## src/rtl/exu_bju_pkg.sv

```systemverilog
// Shared types and constants for the EXU branch/jump unit.
// BJU_PRED_CHECK_EN adds prediction fields to the queued entry.
package exu_bju_pkg;

  localparam int BJU_XLEN   = 64;
  localparam int BJU_IID_W  = 4;
  localparam int BJU_PREG_W = 6;

  localparam logic [6:0] OP_JAL    = 7'b1101111;
  localparam logic [6:0] OP_JALR   = 7'b1100111;
  localparam logic [6:0] OP_BRANCH = 7'b1100011;

  localparam logic [2:0] F3_JALR = 3'b000;
  localparam logic [2:0] F3_BEQ  = 3'b000;
  localparam logic [2:0] F3_BNE  = 3'b001;
  localparam logic [2:0] F3_BLT  = 3'b100;
  localparam logic [2:0] F3_BGE  = 3'b101;
  localparam logic [2:0] F3_BLTU = 3'b110;
  localparam logic [2:0] F3_BGEU = 3'b111;

  typedef struct packed {
    logic [BJU_IID_W-1:0]  iid;
    logic [6:0]            opcode;
    logic [2:0]            funct3;
    logic                  rvc;
    logic [BJU_XLEN-1:0]   pc;
    logic [BJU_XLEN-1:0]   src1;
    logic [BJU_XLEN-1:0]   src2;
    logic [BJU_XLEN-1:0]   imm;
    logic                  pdst_vld;
    logic [BJU_PREG_W-1:0] pdst;
`ifdef BJU_PRED_CHECK_EN
    logic                  pred_taken;
    logic [BJU_XLEN-1:0]   pred_target;
`endif
  } bju_entry_t;

endpackage

```

## src/rtl/exu_bju_fifo.sv

```systemverilog
// DEPTH-entry circular queue of branch/jump entries.
// Non-power-of-two depths wrap explicitly.
module exu_bju_fifo
  import exu_bju_pkg::*;
#(
  parameter int DEPTH = 4
) (
  input  logic                       clk,
  input  logic                       rst,
  input  logic                       clear,
  input  logic                       push,
  input  bju_entry_t                 push_data,
  input  logic                       pop,
  output bju_entry_t                 head,
  output logic [$clog2(DEPTH+1)-1:0] count
);

  localparam int PW = (DEPTH > 1) ? $clog2(DEPTH) : 1;

  bju_entry_t    mem [DEPTH];
  logic [PW-1:0] rd_ptr;
  logic [PW-1:0] wr_ptr;

  function automatic logic [PW-1:0] nxt(input logic [PW-1:0] p);
    return (p == PW'(DEPTH - 1)) ? '0 : p + 1'b1;
  endfunction

  always_ff @(posedge clk or posedge rst) begin
    if (rst) begin
      rd_ptr <= '0;
      wr_ptr <= '0;
      count  <= '0;
    end else if (clear) begin
      rd_ptr <= '0;
      wr_ptr <= '0;
      count  <= '0;
    end else begin
      if (push) wr_ptr <= nxt(wr_ptr);
      if (pop)  rd_ptr <= nxt(rd_ptr);
      if (push && !pop)
        count <= count + 1'b1;
      else if (pop && !push)
        count <= count - 1'b1;
    end
  end

  always_ff @(posedge clk) begin
    if (push) mem[wr_ptr] <= push_data;
  end

  assign head = mem[rd_ptr];

endmodule

```

## src/rtl/exu_bju_pipe.sv

```systemverilog
// Buffered two-stage branch/jump unit: queue -> E1 resolve -> E2 report.
// BJU_PRED_CHECK_EN: redirect only on misprediction instead of every taken op.
module exu_bju_pipe
  import exu_bju_pkg::*;
#(
  parameter int XLEN   = BJU_XLEN,
  parameter int IID_W  = BJU_IID_W,
  parameter int PREG_W = BJU_PREG_W,
  parameter int DEPTH  = 4
) (
  input  logic              clk,
  input  logic              rst_clk,
  input  logic              rtu_global_flush,
  input  logic              idu_exu_bju_vld,
  output logic              idu_exu_bju_rdy,
  input  logic [IID_W-1:0]  idu_exu_bju_iid,
  input  logic [6:0]        idu_exu_bju_opcode,
  input  logic [2:0]        idu_exu_bju_funct3,
  input  logic              idu_exu_bju_rvc,
  input  logic [XLEN-1:0]   idu_exu_bju_pc,
  input  logic [XLEN-1:0]   idu_exu_bju_psrc1_value,
  input  logic [XLEN-1:0]   idu_exu_bju_psrc2_value,
  input  logic [XLEN-1:0]   idu_exu_bju_imm,
  input  logic              idu_exu_bju_pdst_vld,
  input  logic [PREG_W-1:0] idu_exu_bju_pdst,
`ifdef BJU_PRED_CHECK_EN
  input  logic              idu_exu_bju_pred_taken,
  input  logic [XLEN-1:0]   idu_exu_bju_pred_target,
`endif
  output logic              exu_rtu_rob_bju_complete,
  output logic [IID_W-1:0]  exu_rtu_rob_bju_iid,
  output logic              exu_idu_rf_bju_wb_vld,
  output logic [PREG_W-1:0] exu_idu_rf_bju_wb_preg,
  output logic [XLEN-1:0]   exu_idu_rf_bju_wb_data,
  input  logic              exu_idu_rf_bju_wb_rdy,
  output logic              exu_idu_rf_bju_pcjump_vld,
  output logic [XLEN-1:0]   exu_idu_rf_bju_pcjump_addr
);

  localparam int CW = $clog2(DEPTH + 1);

  bju_entry_t    in_ent;
  bju_entry_t    head;
  bju_entry_t    e1;
  logic [CW-1:0] count;
  logic          e1_vld;
  logic          e2_vld;
  logic          e2_wb;
  logic          e2_pj;
  logic [IID_W-1:0]  e2_iid;
  logic [PREG_W-1:0] e2_pdst;
  logic [XLEN-1:0]   e2_link;
  logic [XLEN-1:0]   e2_addr;

  logic fire, fire_redirect, kill;
  logic e2_free, e1_free, accept;
  logic q_empty, thru, push, pop, load_e1;

  always_comb begin
    in_ent          = '0;
    in_ent.iid      = idu_exu_bju_iid;
    in_ent.opcode   = idu_exu_bju_opcode;
    in_ent.funct3   = idu_exu_bju_funct3;
    in_ent.rvc      = idu_exu_bju_rvc;
    in_ent.pc       = idu_exu_bju_pc;
    in_ent.src1     = idu_exu_bju_psrc1_value;
    in_ent.src2     = idu_exu_bju_psrc2_value;
    in_ent.imm      = idu_exu_bju_imm;
    in_ent.pdst_vld = idu_exu_bju_pdst_vld;
    in_ent.pdst     = idu_exu_bju_pdst;
`ifdef BJU_PRED_CHECK_EN
    in_ent.pred_taken  = idu_exu_bju_pred_taken;
    in_ent.pred_target = idu_exu_bju_pred_target;
`endif
  end

  assign fire = e2_vld & (~e2_wb | exu_idu_rf_bju_wb_rdy)
              & ~rtu_global_flush;
  assign fire_redirect = fire & e2_pj;
  assign kill    = rtu_global_flush | fire_redirect;
  assign e2_free = ~e2_vld | fire;
  assign e1_free = ~e1_vld | e2_free;

  assign idu_exu_bju_rdy = (count < CW'(DEPTH))
                         & ~fire_redirect & ~rtu_global_flush;
  assign accept  = idu_exu_bju_vld & idu_exu_bju_rdy;
  assign q_empty = (count == '0);
  // Bypass the queue when nothing older is waiting for E1.
  assign thru    = accept & q_empty & e1_free;
  assign push    = accept & ~thru;
  assign pop     = ~q_empty & e1_free & ~kill;
  assign load_e1 = thru | pop;

  exu_bju_fifo #(
    .DEPTH (DEPTH)
  ) u_fifo (
    .clk       (clk),
    .rst       (rst_clk),
    .clear     (kill),
    .push      (push),
    .push_data (in_ent),
    .pop       (pop),
    .head      (head),
    .count     (count)
  );

  always_ff @(posedge clk or posedge rst_clk) begin
    if (rst_clk)
      e1_vld <= 1'b0;
    else if (kill)
      e1_vld <= 1'b0;
    else if (load_e1)
      e1_vld <= 1'b1;
    else if (e2_free)
      e1_vld <= 1'b0;
  end

  always_ff @(posedge clk) begin
    if (load_e1) e1 <= thru ? in_ent : head;
  end

  logic is_jal, is_jalr, is_br, lt, cond, taken, wb;
  logic pj;
  logic [XLEN-1:0] link, target, addr;
`ifdef BJU_PRED_CHECK_EN
  logic [XLEN-1:0] actual_next;
`endif

  always_comb begin
    is_jal  = (e1.opcode == OP_JAL);
    is_jalr = (e1.opcode == OP_JALR) & (e1.funct3 == F3_JALR);
    is_br   = (e1.opcode == OP_BRANCH);
    lt      = e1.funct3[1] ? (e1.src1 < e1.src2)
                           : ($signed(e1.src1) < $signed(e1.src2));
    cond    = (e1.funct3[2] ? lt : (e1.src1 == e1.src2)) ^ e1.funct3[0];
    taken   = is_jal | is_jalr | (is_br & cond);
    link    = e1.pc + (e1.rvc ? XLEN'(2) : XLEN'(4));
    target  = is_jalr ? ((e1.src1 + e1.imm) & ~XLEN'(1))
                      : (e1.pc + e1.imm);
    wb      = (is_jal | is_jalr) & e1.pdst_vld;
`ifdef BJU_PRED_CHECK_EN
    actual_next = taken ? target : link;
    pj   = (is_jal | is_jalr | is_br)
         & ((taken != e1.pred_taken)
         | (taken & (target != e1.pred_target)));
    addr = actual_next;
`else
    pj   = taken;
    addr = target;
`endif
  end

  always_ff @(posedge clk or posedge rst_clk) begin
    if (rst_clk)
      e2_vld <= 1'b0;
    else if (rtu_global_flush)
      e2_vld <= 1'b0;
    else if (e2_free)
      e2_vld <= e1_vld & ~fire_redirect;
  end

  always_ff @(posedge clk) begin
    if (e2_free && e1_vld) begin
      e2_iid  <= e1.iid;
      e2_wb   <= wb;
      e2_pj   <= pj;
      e2_pdst <= e1.pdst;
      e2_link <= link;
      e2_addr <= addr;
    end
  end

  assign exu_rtu_rob_bju_complete   = fire;
  assign exu_rtu_rob_bju_iid        = fire ? e2_iid : '0;
  assign exu_idu_rf_bju_wb_vld      = fire & e2_wb;
  assign exu_idu_rf_bju_wb_preg     = exu_idu_rf_bju_wb_vld ? e2_pdst : '0;
  assign exu_idu_rf_bju_wb_data     = exu_idu_rf_bju_wb_vld ? e2_link : '0;
  assign exu_idu_rf_bju_pcjump_vld  = fire_redirect;
  assign exu_idu_rf_bju_pcjump_addr = fire_redirect ? e2_addr : '0;

endmodule
```

## config.mk

```make
export PLATFORM = sky130hd
export DESIGN_NAME = exu_bju_pipe
export DESIGN_NICKNAME = d
export VERILOG_FILES = /design/src/rtl/exu_bju_pkg.sv /design/src/rtl/exu_bju_fifo.sv /design/src/rtl/exu_bju_pipe.sv
export SDC_FILE = /design/constraint.sdc
export NUM_CORES = 2
export LEC_CHECK = 0
export CELL_PAD_IN_SITES_DETAIL_PLACEMENT = 1
export CELL_PAD_IN_SITES_GLOBAL_PLACEMENT = 1
export CORE_AREA = 4 4 473 381
export DETAILED_ROUTE_END_ITERATION = 10
export DIE_AREA = 0 0 477 385
export HOLD_SLACK_MARGIN = 0.02
export PLACE_DENSITY_LB_ADDON = 0.3
export RECOVER_POWER = 100
export SETUP_SLACK_MARGIN = 0.5
export SLEW_MARGIN = 25
export SYNTH_ARGS = -nofsm -noshare
export SYNTH_HDL_FRONTEND = slang
export SYNTH_SLANG_ARGS = --single-unit
```

## constraint.sdc

```tcl
create_clock -name clk -period 25.3 [get_ports clk]
set_input_delay 6.325 -clock clk [delete_from_list [all_inputs] [get_ports clk]]
set_output_delay 6.325 -clock clk [all_outputs]
set_load 0.005 [all_outputs]
```

==> reports/qor.csv <==
metric;value;unit
die-area;183600;um2
finalCritPeriodShare;0.7254;
post_cts_resize_count;0;
reg2reg_depth;10;
critical_path_arrival;18.68;ns
area_growth_syn_to_layout;17.74;%
hold_violations;0;
netlist_top_cells_count;edfxtp_1 (1,530), mux2_2 (278), mux4_2 (278);
floorplan.die.height;385;um
detail_route.first_pass.iterations;5;
inserted_clock_buffers;163;
nNetsFinal;4964;
floorplan.rows;138;
cap_viol_max_count;30;
drv_slew;1609;
design.core.area;175900;um2
clk-insertion-delay-late;0.82;ns
routabilityCongestion;0.8468;
hold_buffers;0;
synth_cells;4025;
post_cts.repair.setup_buffers;0;
clock_skew;0.06333;ns
htree_num_levels;4;
synthesis.area_per_instance;16.92;um2
setup_repair_after_global_routing_missed_its_margin;no;
grt_pass1_wl;272.9;mm
worst_setup_path_end_kind;register;
yosys-top-cells-area;edfxtp_1 (67%), mux4_2 (9.2%), mux2_2 (4.6%);
drive_above_1_share;0.1752;
tightest_slew;8.766;ns
synth.net_count;4508;
r2r-end;e1[126];
clk_root_buffer_cell;clkbuf_16;
power_leakage;27.65;nW
clkTransAtPathRegs;0.06;ns
setup_tns;0;ns
post_route_drc;0;
viasPerCell;5.469;
syn-cell-area;68110;um2
vdd_ir_drop_max;0.00008176;V
status;finished, violations left;
worst_hold_startpoint;e1[3];
number_of_design_rule_violations_left_by_the_first_detailed_router_iteration;2921;
min_path_cells;0;
worstHoldEndpoint;e2_pdst[3];
port-buffer-count;424;
clk_path_buf_depth;3;
detail_route.wirelength;186.2;mm
yosysWarningCount;0;
timing.reg2reg.setup_slack;12.10;ns
wl_per_cell;26.77;um
via_count_of_the_first_global_routing_pass;39462;
timing.max_slew.rel_slack;-4.844;
synth_most_common_cell;edfxtp_1;
design.portCount;425;
filler_cell_count;16766;
total_congestion_overflow;0;
ys_dominant_reg_cell;edfxtp_1;
criticalPathCategory;in2reg;
dp.final_hpwl;125.3;mm
kind_of_start_point_of_the_critical_path;input port;
synth_edf_count;1530;
vias;38031;
floorplan.initialDensity;0.3871;
grtUsageTotal;0.2007;
die_w;477;um
clock_sink_total;1539;
synth_sequential_area_ratio;0.6779;
fmax;54.49;MHz
route.antenna.remaining_nets;0;
synth_seq_cells;1539;
critical_path.reg2reg.startpoint;e2_wb;
timing.final.crit_period;18.35;ns
cts_tree;done;
violated_checks;max-capacitance violations, max-slew violations;
p_total;8.804;mW
synth_cell_type_count;99;
cp-startpoint;exu_idu_rf_bju_wb_rdy;
setup_viol;0;
antenna_found_initial;112;
synth_top_area_share;0.6746;
path_max_fanout;141;
synthDominantAreaCellType;edfxtp_1;
power-per-cell-area;109.8;nW/um2
async_set_or_reset_register_ratio_after_synthesis;0.005848;
grt_max_degree;142;
cp_data_required_time;25.63;ns
worst_hold_path_type;reg2reg;
[power by group]
| part | switching, mW | internal, mW | total (mW) |
|---|---|---|---|
| Clock | 1.04 | 1.37 | 2.40 |
| Sequential | 0.355 | 3.36 | 3.72 |
| Combinational | 1.52 | 1.17 | 2.68 |
[flip-flops by register name (all words and copies together) (netlist names)]
signal and cells:
e2_wb 1, e2_addr 64, u_fifo.count 3, u_fifo.mem 1112, u_fifo.wr_ptr 2, e1_vld 1
e2_link 64, e1 278, e2_pdst 6, u_fifo.rd_ptr 2, e2_vld 1, e2_iid 4
e2_pj 1
[final cells by class]
class | count | area, um2 | area share
inverter | 130 | 488.0 | 0.006085
multi-input combinational | 2180 | 20650 | 0.2576
clock inverter | 109 | 1164 | 0.01451
timing repair buffer | 467 | 4539 | 0.05661
tap | 2310 | 2890 | 0.03604
sequential | 1539 | 46180 | 0.5758
antenna | 26 | 65.06 | 0.0008113
clock buffer | 193 | 4213 | 0.05253
[cell families (layout without fill, tap and decap cells)]
family | after synthesis | after routing | share of synthesized area
muxes | 570 | 570 | 0.1400
buffers and inverters | 306 | 899 | 0.01865
DFF | 1539 | 1539 | 0.6779
xor gates and xnor gates | 170 | 170 | 0.02186
AOI/OAI and AO/OA | 547 | 547 | 0.05170
other | 0 | 26 | 0
adders and majority gates | 200 | 200 | 0.03718
and+or+nand+nor | 693 | 693 | 0.05276
[worst max path at each step]
stage                       to  slack (ns)  cells after the start
3_5_place_dp   idu_exu_bju_rdy        9.97                      7
6_report               e1[126]        6.95                     10
4_1_cts        idu_exu_bju_rdy        9.98                      7
3_3_place_gp   idu_exu_bju_rdy       10.00                      7
2_1_floorplan            e1[0]        4.77                      6
5_1_grt                e1[122]        5.61                     10
[critical path, cell delays in order]
cell and delay (ns):
dlygate4sd3_1 0.53, nor2b_1 0.34, nor3b_2 0.08, clkbuf_1 1.62
and2_0 0.85, or2_0 0.40, o21ai_0 2.86, buf_12 0.45
clkbuf_1 2.66, clkbuf_1 2.24
[layout by cell type (no fill, tap or decap), types with 133 or more instances in the layout]
cell,synthesis,final
dlygate4sd3_1,0,417
and3_1,158,158
nor2_1,133,133
nand2_1,139,139
mux4_2,278,278
ha_1,196,196
a21oi_1,191,191
clkbuf_16,0,164
edfxtp_1,1530,1530
mux2_2,278,251
[per-layer routing]
layer	share of wire	vias up	global-route usage
li1	-	17036	-
met3	0.049	352	0.03670
met4	0.022	26	0.04556
met5	0.00086	-	0
met1	0.47	19650	0.2959
met2	0.46	967	0.3106
[stage by stage]
stage / setup WS (ns) / hold WS (ns) / std cells / utilization / cell area (um2)
3_5_place_dp: 9.967 / 0.4052 / 6626 / 0.4257 / 74910
5_1_grt: 5.608 / 0.4304 / 6936 / 0.4555 / 80150
2_1_floorplan: 4.770 / 0.4003 / 4025 / - / 68110
3_3_place_gp: 10.00 / 0.4037 / 6626 / 0.4257 / 74910
4_1_cts: 9.979 / 0.4199 / 6928 / 0.4563 / 80280
6_report: 6.948 / 0.4189 / 6954 / 0.4558 / 80190
Note: power is estimated with default switching activity, not from simulation.
